[src/rtl/multicycle_control.sv]
// Multicycle MIPS-style main controller.
// Moore FSM: every control output is decoded from the registered state only.
// The only registered side output is `illegal`, a one-cycle pulse seen in
// the FETCH that follows a DECODE of an undefined opcode.
module multicycle_control (
  input  logic       clk,
  input  logic       reset,
  input  logic [5:0] opcode,
  output logic       PCWrite,
  output logic       PCWriteCond,
  output logic       PCWriteCondNE,
  output logic       IorD,
  output logic       MemRead,
  output logic       MemWrite,
  output logic       IRWrite,
  output logic       MemtoReg,
  output logic       RegDst,
  output logic       RegWrite,
  output logic       ALUSrcA,
  output logic [1:0] ALUSrcB,
  output logic [1:0] ALUOp,
  output logic [1:0] PCSource,
  output logic       illegal,
  output logic [3:0] state
);

  typedef enum logic [3:0] {
    FETCH  = 4'd0,
    DECODE = 4'd1,
    MEMADR = 4'd2,
    MEMRD  = 4'd3,
    MEMWB  = 4'd4,
    MEMWR  = 4'd5,
    RTEXEC = 4'd6,
    RTWB   = 4'd7,
    BEQ    = 4'd8,
    JUMP   = 4'd9,
    BNE    = 4'd10,
    ADDIEX = 4'd11,
    ANDIEX = 4'd12,
    ITWB   = 4'd13
  } state_e;

  localparam logic [5:0] OP_RTYPE = 6'b000000;
  localparam logic [5:0] OP_J     = 6'b000010;
  localparam logic [5:0] OP_BEQ   = 6'b000100;
  localparam logic [5:0] OP_BNE   = 6'b000101;
  localparam logic [5:0] OP_ADDI  = 6'b001000;
  localparam logic [5:0] OP_ANDI  = 6'b001100;
  localparam logic [5:0] OP_LW    = 6'b100011;
  localparam logic [5:0] OP_SW    = 6'b101011;

  // The state register is kept as a plain 4-bit vector so the two unused
  // codes (14, 15) are representable and recover through the default arm.
  logic [3:0] state_q, state_d;
  logic       illegal_q, illegal_d;
  logic [5:0] opcode_q, opcode_d;

  // State, illegal pulse and opcode hold register; reset is asynchronous.
  // NOTE: sequential state uses non-blocking (<=) so every flop samples the
  // pre-edge values; blocking here would create order-dependent races.
  always_ff @(posedge clk or posedge reset) begin
    if (reset) begin
      state_q   <= FETCH;
      illegal_q <= 1'b0;
      opcode_q  <= 6'b0;
    end else begin
      state_q   <= state_d;
      illegal_q <= illegal_d;
      opcode_q  <= opcode_d;
    end
  end

  // Next-state logic; opcode is captured on the DECODE cycle and the held
  // copy steers MEMADR so later opcode changes cannot redirect the path.
  // NOTE: every variable gets a default before the case so no path leaves a
  // value unassigned, which would otherwise infer a latch.
  always_comb begin
    state_d   = FETCH;
    illegal_d = 1'b0;
    opcode_d  = opcode_q;
    case (state_q)
      FETCH:  state_d = DECODE;
      DECODE: begin
        opcode_d = opcode;
        case (opcode)
          OP_LW, OP_SW: state_d = MEMADR;
          OP_RTYPE:     state_d = RTEXEC;
          OP_BEQ:       state_d = BEQ;
          OP_BNE:       state_d = BNE;
          OP_J:         state_d = JUMP;
          OP_ADDI:      state_d = ADDIEX;
          OP_ANDI:      state_d = ANDIEX;
          default: begin
            state_d   = FETCH;
            illegal_d = 1'b1;
          end
        endcase
      end
      MEMADR: state_d = (opcode_q == OP_SW) ? MEMWR : MEMRD;
      MEMRD:  state_d = MEMWB;
      RTEXEC: state_d = RTWB;
      ADDIEX: state_d = ITWB;
      ANDIEX: state_d = ITWB;
      default: state_d = FETCH;  // MEMWB, MEMWR, RTWB, BEQ, BNE, JUMP, ITWB, 14, 15
    endcase
  end

  // Moore output decode: everything defaults to 0, each state raises its own.
  always_comb begin
    PCWrite       = 1'b0;
    PCWriteCond   = 1'b0;
    PCWriteCondNE = 1'b0;
    IorD          = 1'b0;
    MemRead       = 1'b0;
    MemWrite      = 1'b0;
    IRWrite       = 1'b0;
    MemtoReg      = 1'b0;
    RegDst        = 1'b0;
    RegWrite      = 1'b0;
    ALUSrcA       = 1'b0;
    ALUSrcB       = 2'b00;
    ALUOp         = 2'b00;
    PCSource      = 2'b00;
    case (state_q)
      FETCH: begin
        MemRead = 1'b1;
        IRWrite = 1'b1;
        PCWrite = 1'b1;
        ALUSrcB = 2'b01;
      end
      DECODE: ALUSrcB = 2'b11;
      MEMADR: begin
        ALUSrcA = 1'b1;
        ALUSrcB = 2'b10;
      end
      MEMRD: begin
        MemRead = 1'b1;
        IorD    = 1'b1;
      end
      MEMWB: begin
        RegWrite = 1'b1;
        MemtoReg = 1'b1;
      end
      MEMWR: begin
        MemWrite = 1'b1;
        IorD     = 1'b1;
      end
      RTEXEC: begin
        ALUSrcA = 1'b1;
        ALUOp   = 2'b10;
      end
      RTWB: begin
        RegWrite = 1'b1;
        RegDst   = 1'b1;
      end
      BEQ: begin
        ALUSrcA     = 1'b1;
        ALUOp       = 2'b01;
        PCWriteCond = 1'b1;
        PCSource    = 2'b01;
      end
      BNE: begin
        ALUSrcA       = 1'b1;
        ALUOp         = 2'b01;
        PCWriteCondNE = 1'b1;
        PCSource      = 2'b01;
      end
      JUMP: begin
        PCWrite  = 1'b1;
        PCSource = 2'b10;
      end
      ADDIEX: begin
        ALUSrcA = 1'b1;
        ALUSrcB = 2'b10;
      end
      ANDIEX: begin
        ALUSrcA = 1'b1;
        ALUSrcB = 2'b10;
        ALUOp   = 2'b11;
      end
      ITWB: RegWrite = 1'b1;
      default: ;
    endcase
  end

  assign illegal = illegal_q;
  assign state   = state_q;

endmodule

[config.mk]
export PLATFORM = sky130hd
export DESIGN_NAME = multicycle_control
export DESIGN_NICKNAME = d
export VERILOG_FILES = /design/src/rtl/multicycle_control.sv
export SDC_FILE = /design/constraint.sdc
export NUM_CORES = 1
export LEC_CHECK = 0
export CAP_MARGIN = 10
export CORE_MARGIN = 3
export CORE_UTILIZATION = 40
export DETAILED_ROUTE_END_ITERATION = 16
export GPL_TIMING_DRIVEN = 0
export PLACE_DENSITY = 0.73
export SLEW_MARGIN = 20
export SYNTH_ARGS = -nofsm -noshare
export SYNTH_HDL_FRONTEND = slang
export SYNTH_SLANG_ARGS = --single-unit
[constraint.sdc]
create_clock -name clk -period 2.7 [get_ports clk]
set_clock_uncertainty 0.1 [all_clocks]
set_input_delay 0.27 -clock clk [delete_from_list [all_inputs] [get_ports clk]]
set_output_delay 0.27 -clock clk [all_outputs]
set_load 0.05 [all_outputs]
==> results of run 1 <==
-- logic make-up after synthesis --
group | count (synthesis)
xor gates and xnor gates | 4
and+or+nand+nor | 49
DFF | 11
AOI/OAI and AO/OA | 17
buffers and inverters | 11
muxes | 7
-- metrics by stage --
| step | total power [W] | util | instances |
|---|---|---|---|
| 2_1_floorplan | 0.000901 | - | 99 |
| 3_3_place_gp | 0.00113 | 0.607 | 150 |
| 3_5_place_dp | 0.00115 | 0.607 | 150 |
| 4_1_cts | 0.00126 | 0.621 | 154 |
| 5_1_grt | 0.00132 | 0.627 | 154 |
| 6_report | 0.00125 | 0.627 | 154 |
-- registers in the layout (all words and copies together), names as in the netlist --
| register | flops |
|---|---|
| state | 4 |
| illegal | 1 |
| opcode_q | 6 |
-- worst max-delay path by stage --
stage | start | end | slack [ns] | cells past startpoint
after floorplan | state[3]$_DFF_PP0_ | ALUSrcB[1] | 0.12 | 4
after global placement | state[3]$_DFF_PP0_ | RegWrite | 0.35 | 6
after detailed placement | state[3]$_DFF_PP0_ | MemRead | 0.33 | 5
after CTS | state[3]$_DFF_PP0_ | MemRead | 0.04 | 5
after global routing | state[0]$_DFF_PP0_ | ALUSrcA | 0.03 | 5
final | state[0]$_DFF_PP0_ | ALUSrcA | 0.15 | 5
-- power by group through the flow --
stage	clock network [W]	registers, W	logic [W]
2_1_floorplan	0	0.000343	0.000559
3_3_place_gp	0	0.000277	0.000849
3_5_place_dp	0	0.000285	0.000868
4_1_cts	0.000111	0.000281	0.000868
5_1_grt	0.000118	0.000289	0.000915
6_report	0.000108	0.000280	0.000862
-- synth_stat cells, types with 3 or more instances --
library cell	count
nor2_1	12
buf_2	3
a21oi_1	4
nand2_1	8
o21ai_0	6
nand2b_1	3
buf_4	3
dfrtp_1	11
xnor2_1	3
nand3_1	3
nor2b_1	3
mux2_2	7
nor3_1	7
-- worst max-delay path: stages, from the launching register on --
cell,delay (ns)
dfrtp_1,0.46
buf_6,0.18
and2b_1,0.28
nand2_1,0.10
o21ai_0,0.08
clkdlybuf4s50_1,0.82
-- metal layers --
metal  vias to the layer above  share of wire  GRT usage
li1                        404              -          -
met1                       379           0.45      0.240
met2                        35           0.49      0.292
met3                         0          0.059     0.0146
met4                         0              0     0.0262
met5                         -              0          0
-- area by class of cell --
class / count / area (sq um) / area share
clock buffer: 4 / 26.3 / 0.0228
tap: 25 / 31.3 / 0.0271
multi-input combinational: 77 / 484 / 0.420
buffer: 8 / 53.8 / 0.0467
timing repair buffer: 26 / 270 / 0.235
sequential: 11 / 275 / 0.239
inverter: 3 / 11.3 / 0.00977
-- repair_timing --
item | in CTS | in global routing
resized for setup | 0 | 4
hold buffers | 0 | 0
setup endpoints to repair | 0 | 4
==> run metrics, run 1 <==
largest net degree at the start of global routing 12; clock share of power 0.087; worst endpoint required time approximately 2.3 ns; drt first pass iters 4; synth warn 0; gpl congestion around 0.78; core region area roughly 0.0018 sq mm; sw power between 0.0006 and 0.0007 W; Hold Slack 0.186 ns; GRT Overall Usage 0.172; Gate power share 0.689; compound-gate portion of the synthesized area 0.135; Post-synth EDFFs 0; die width 51.4 um; Max-slew headroom 0.654; Final Cycle Share 0.945; Max-Cap Viols 0; vias in the first global route 770; RSZ-0062 raised after global routing false; Seq/Total Area, Yosys 0.334; gr ovfl total 0; Syn Std Cell Area around 800 sq um; type of origin of the critical path flop; Peak VDD IR 627 uV; Routed Antenna Nets 0; DPL Wire Length 1700 um; Simple-Gate Fraction of Synth Area 0.314; initial antenna violation count 0; Ports 30; clock slew at reported path FFs around 0.07 ns; DRC violations left 0; Post-synth ARST share 1.00; Post-Syn Area per Cell around 8.3 sq um; P_int about 0.00061 W; Synth Flop Type dfrtp_1; row count 15; Post-Place Worst Slack 0.330 ns; top post-synthesis cells by area dfrtp_1 (33%), mux2_2 (9.6%), nor2_1 (5.5%); Seq pwr share 0.224; actual slew at the worst max-slew pin 0.518 ns; layout net count 138; Die Y a little over 50 um; clk root buf clkbuf_4; critical path class reg2out; Vias/cell between 5 and 6; Setup violations, final 0; synthesized net count roughly 110; Final Max Tran Viols 0; Design Area, Final ~0.0012 sq mm; WL/cell about 14 um; post-layout worst setup margin 0.148 ns; CTS buffer count 3; dominant cell type by area after synthesis dfrtp_1; R2R depth 5; distinct cell type count after synthesis 34; Fin. Hold Viols 0; r2r endpoint opcode_q[5]$_DFFE_PP0P_; first-pass GRT wire length 3530 um; layout cells sized above 1 0.171; Syn-to-layout area delta 39.8%; CTS tree yes; postcts setup bufs 0; Power per Cell Area approximately 1100 mW/mm^2; H-tree levels 1; Achievable Freq ~400 MHz; HP Class in2async; Setup TNS 0 ns; Leakage 0.503 nW; Synth Area in XOR/XNOR 0.0425; CTS max path bufs 2; Synth top area share 0.334; DP Area between 0.001 and 0.0015 sq mm; final wirelength ~2200 um; commonest non-fill, non-tap cell in the layout clkdlybuf4s50_1; CP Data Arrival Time 2.18 ns; largest family of logic cells by synthesized area simple AND/OR/NAND/NOR gates; CTS sink cnt 11; maximum net fanout on the critical path 10; port buffer count 26; mux contribution to synthesized area 0.0956; outcome complete, no violations; Starting Density 0.448; Fillers about 180; ant diodes 0; Syn Inst Count 99; Die Area ~0.0026 sq mm; worst reg-to-reg setup slack ~0.95 ns; switching part of the total 0.512; R2R Path Start state[3]$_DFF_PP0_; Clk Latency, worst-skew pair ~0.26 ns; Synth Register Bits 11; most frequent cells in the layout clkdlybuf4s50_1 (22), nor2_1 (12), dfrtp_1 (11), nand2_1 (8); DR iter-0 viols 24; Tmin final around 2.6 ns; Adder-Cell Fraction of Synth Area 0; vias post-DR 818; CP Capture Type primary output
Note: power is estimated with default switching activity, not from simulation.
==> run 2, diff against run 1 <==
--- a/config.mk
+++ b/config.mk
@@ -6,11 +6,14 @@
 export NUM_CORES = 1
 export LEC_CHECK = 0
 export CAP_MARGIN = 10
+export CELL_PAD_IN_SITES_DETAIL_PLACEMENT = 2
+export CELL_PAD_IN_SITES_GLOBAL_PLACEMENT = 2
+export CORE_ASPECT_RATIO = 0.5
 export CORE_MARGIN = 3
-export CORE_UTILIZATION = 40
+export CORE_UTILIZATION = 26
 export DETAILED_ROUTE_END_ITERATION = 16
 export GPL_TIMING_DRIVEN = 0
-export PLACE_DENSITY = 0.73
+export PLACE_DENSITY_LB_ADDON = 0.1
 export SLEW_MARGIN = 20
 export SYNTH_ARGS = -nofsm -noshare
 export SYNTH_HDL_FRONTEND = slang
==> run metrics, run 2 (synthesis gave the netlist of run 1 again) <==
max reg flops 6; most frequent cells in the layout clkdlybuf4s50_1 (22), nor2_1 (12), dfrtp_1 (11), nand2_1 (8); Tmin final 2.58 ns; HP Class in2async; vias post-DR between 800 and 900; Routed Antenna Nets 0; outcome complete, no violations; Setup violations, final 0; R2R Path Start state[3]$_DFF_PP0_; actual slew at the worst max-slew pin between 0.5 and 0.6 ns; commonest non-fill, non-tap cell in the layout clkdlybuf4s50_1; RSZ-0062 raised after global routing false; ant diodes 0; type of origin of the critical path flop; vias in the first global route ~830; final wirelength around 2500 um; Clk Latency, worst-skew pair approximately 0.24 ns; worst reg-to-reg setup slack approximately 0.91 ns; DP Area about 0.0011 sq mm; layout net count between 100 and 150; CP delay by family, top buffers and inverters; DR iter-0 viols 28; Design Area, Final around 0.0012 sq mm; Leakage between 0.5 and 0.6 nW; Die Y between 40 and 50 um; Hold Slack between 0.2 and 0.25 ns; Die Area 0.00392 sq mm; DRC violations left 0; cell breakdown of the critical path clkbuf_2 -> inv_1 -> nand2_1 -> nor2_1 -> clkdlybuf4s50_1; Fin. Hold Viols 0; Final Cycle Share 0.955; WL/cell 15.2 um; CP max-delay cell clkdlybuf4s50_1; Max-Cap Viols 0; Setup TNS 0 ns; CTS sink cnt 11; CTS max path bufs 2; CTS buffer count 3; worst endpoint required time about 2.3 ns; CP peak stage delay approximately 0.84 ns; Core Util, Final 0.424; Final Max Tran Viols 0; CP Capture Type primary output; first-pass GRT wire length 4060 um; CTS tree yes; GRT Overall Usage 0.133; Syn-to-layout area delta 44.0%; critical path class reg2out; initial antenna violation count 0; core region area 0.00280 sq mm; H-tree levels 1; CP Data Arrival Time about 2.2 ns; Peak VDD IR roughly 450 uV; port buffer count 26; largest net degree at the start of global routing 12; row count 13; post_cts resized 0; Hold Buf Count CTS 0; postcts setup bufs 0; Starting Density 0.295; Max-slew headroom 0.657; drt first pass iters 3; Vias/cell roughly 4.9; clock slew at reported path FFs around 0.050 ns; DPL Wire Length around 1900 um; R2R depth 5; Bufs and invs on worst path 3; die width approximately 86 um; clk root buf clkbuf_8; gpl congestion 0.750; Achievable Freq 388 MHz; maximum net fanout on the critical path 8; gr ovfl total 0; Power per Cell Area 1110 mW/mm^2; largest register by flop count opcode_q; r2r endpoint opcode_q[3]$_DFFE_PP0P_; Ports 30; layout cells sized above 1 0.178
-- run 2: changes by cell type in the layout (fill, tap and decap cells not counted) --
cell,change
clkbuf_8,+3
clkbuf_1,-1
clkbuf_4,-3
clkinv_2,+1
-- run 2: cell type report --
cell class	count	area (sq um)
inverter	3	11.3
multi-input combinational	77	484
tap	37	46.3
clock buffer	3	41.3
timing repair buffer	26	270
fill	327	1610
clock inverter	1	5.00
buffer	8	53.8
sequential	11	275
-- run 2: how the worst max path moves through the flow --
stage / startpoint / endpoint / cells after the start
after global placement: state[3]$_DFF_PP0_ / RegWrite / 6
after CTS: state[3]$_DFF_PP0_ / RegWrite / 6
final: state[3]$_DFF_PP0_ / ALUSrcB[0] / 5
after floorplan: state[3]$_DFF_PP0_ / ALUSrcB[1] / 4
after global routing: state[3]$_DFF_PP0_ / ALUSrcB[0] / 5
after detailed placement: state[3]$_DFF_PP0_ / RegWrite / 6
-- run 2: routing by layer --
metal  up-vias  track usage  wire length, um
met1       386        0.191             1310
met2        22        0.216             1080
met3         0       0.0289              134
met4         0      0.00946                0
li1        405            -                -
met5         -            0                0
-- run 2: power breakdown --
part,internal [W],switching [W],total [W],leakage [nW]
Clock,0.000101,0.0000620,0.000163,0.0255
Sequential,0.000234,0.0000423,0.000276,0.135
Combinational,0.000319,0.000557,0.000876,0.352
-- run 2: stage by stage --
step	worst slack [ns]	std cells	power (W)
final	0.122	166	0.00132
after global routing	0.0147	166	0.00139
after CTS	0.0340	166	0.00133
after detailed placement	0.295	162	0.00116
after global placement	0.292	162	0.00114
after floorplan	0.124	99	0.000901
==> run 3, diff against run 2 <==
--- a/config.mk
+++ b/config.mk
@@ -14,6 +14,7 @@
 export DETAILED_ROUTE_END_ITERATION = 16
 export GPL_TIMING_DRIVEN = 0
 export PLACE_DENSITY_LB_ADDON = 0.1
+export SETUP_SLACK_MARGIN = 0.02
 export SLEW_MARGIN = 20
 export SYNTH_ARGS = -nofsm -noshare
 export SYNTH_HDL_FRONTEND = slang
==> results of run 3 <==
Final layout, timing and power as in run 2 (identical DEF).
==> RTL edit: new RTL, settings of run 1 <==
Register the output `IorD`; this adds one clock of latency there. The other outputs are not delayed to match.
--- a/src/rtl/multicycle_control.sv
+++ b/src/rtl/multicycle_control.sv
@@ -51,2 +51,4 @@
   localparam logic [5:0] OP_SW    = 6'b101011;
+
+  logic IorD_d;
 
@@ -113,3 +115,3 @@
     PCWriteCondNE = 1'b0;
-    IorD          = 1'b0;
+    IorD_d        = 1'b0;
     MemRead       = 1'b0;
@@ -138,3 +140,3 @@
         MemRead = 1'b1;
-        IorD    = 1'b1;
+        IorD_d  = 1'b1;
       end
@@ -146,3 +148,3 @@
         MemWrite = 1'b1;
-        IorD     = 1'b1;
+        IorD_d   = 1'b1;
       end
@@ -189,2 +191,6 @@
 
+  always_ff @(posedge clk) begin
+    IorD <= IorD_d;
+  end
+
 endmodule
Check against the original RTL: not equivalent (a bounded check fails within 4 cycles, from zero or initial values and one cycle with reset high).
==> RTL edit against run 1 <==
Setup slack worse by 0.069 ns. Cell area is 5.6% higher. Wire length is 0.84% lower. Highest routed layer is now met4. Power is 4.2% higher. Clock power is 7% higher. Count of clock-buffer cells in the layout stayed put. Maximum frequency is 2.6% lower. Via count is 2.2% higher. Sequential cell count is 1 higher. First-iteration DRC count is 54% lower. Non-clock buffer count is 1 higher. Critical path depth stayed put. Area after synthesis is 7.4% higher. Largest power group unchanged.
==> RTL edit: results (changes against run 1) <==
outcome complete, no violations (unchanged); met3 usage 4.79% (was 1.46%); clk tree area frac 2.16% (was 2.28%); combinational share of power 68.1% (was 68.9%); Longest Clk Path Bufs 2 (unchanged); peak supply drop 0.585 mV (was 0.627 mV); global-route wire length before repair 3.52 mm (was 3.53 mm); P_int 0.000646 W (was 0.000609 W); met2 routed WL 1.05 mm (about the same); Port Buffers 27 (was 26); non-clock inverter count in the final layout 4 (was 3); wire length on met3 164 µm (was 128 µm); post-route insts no fill 159 (was 154); fraction of area in registers 24.3% (was 23.9%); post-route cell area 0.00122 mm² (was 0.00115 mm²); gp weighted congestion 0.814 (was 0.781); Via density 5.26 (was 5.31); layout cells sized above 1 18.2% (was 17.1%); Max Used Layer met4 (was met3); number of global-route vias before repair 765 (was 770); register area share after synthesis 33.3% (was 33.4%); count of cell types in the netlist 38 (was 34); fraction of area in multi-input gates 41.1% (was 42.0%); Yosys reg bits 12 (was 11); LEAKAGE 0.510 nW (was 0.503 nW); tightest hold margin 0.189 ns (was 0.186 ns); Least-Margin Pin Slew 0.507 ns (was 0.518 ns); Post-synth top cells nor2_1 (13), dfrtp_1 (11), nand2_1 (7), nor3_1 (7) (was nor2_1 (12), dfrtp_1 (11), nand2_1 (8)); Final Net Count 141 (was 138); met2 Usage GRT 28.7% (was 29.2%); Metal-1 WL 891 µm (was 974 µm); Detailed Route WL 2.14 mm (was 2.16 mm); Layout non-clock buf frac 28.5% (was 28.1%); Buffers excl. clock 35 (was 34); Synth async-reset ratio 91.7% (was 100%); DR iter-0 viols 11 (was 24); Post-CTS Setup Bufs 0 (unchanged); Arr. time, crit path 2.25 ns (was 2.18 ns); placed wire-length estimate 1.67 mm (was 1.70 mm); GRT Util Overall 17.1% (was 17.2%); Die X 53.1 µm (was 51.4 µm); fin crit period 2.62 ns (was 2.55 ns); Filler Cell Count 192 (was 179); register share of total power 23.0% (was 22.4%); sw frac 50.4% (was 51.2%)
[RTL edit: changes by cell type in the layout (fill, tap and decap cells not counted), sizes merged, moves of 3 or more]
cell	before	now
buf	7	4
clkbuf	5	8
clkdlybuf4s50	22	25
dlymetal6s2s	4	1
[RTL edit: path summary, 6_finish.rpt]
check / from / to / cells past startpoint
setup / recovery: state[2] / IRWrite / 5
min in group clk: opcode[2] / opcode_q[2] / 2
setup reg to reg: state[2] / opcode_q[4] / 5
hold / removal: reset / opcode_q[1] / 2
hold reg to reg: opcode_q[1] / opcode_q[1] / 1
max in group asynchronous: reset / opcode_q[2] / 2
[RTL edit: cell families (layout without fill, tap and decap cells)]
| group | Yosys count | in the layout | share of synthesized area [%] |
|---|---|---|---|
| flops | 12 | 12 | 33.3 |
| xor+xnor | 5 | 5 | 4.94 |
| compound gates | 19 | 19 | 14.5 |
| mux | 6 | 6 | 7.63 |
| buf+inv | 12 | 43 | 10.2 |
| simple gates | 47 | 47 | 29.4 |
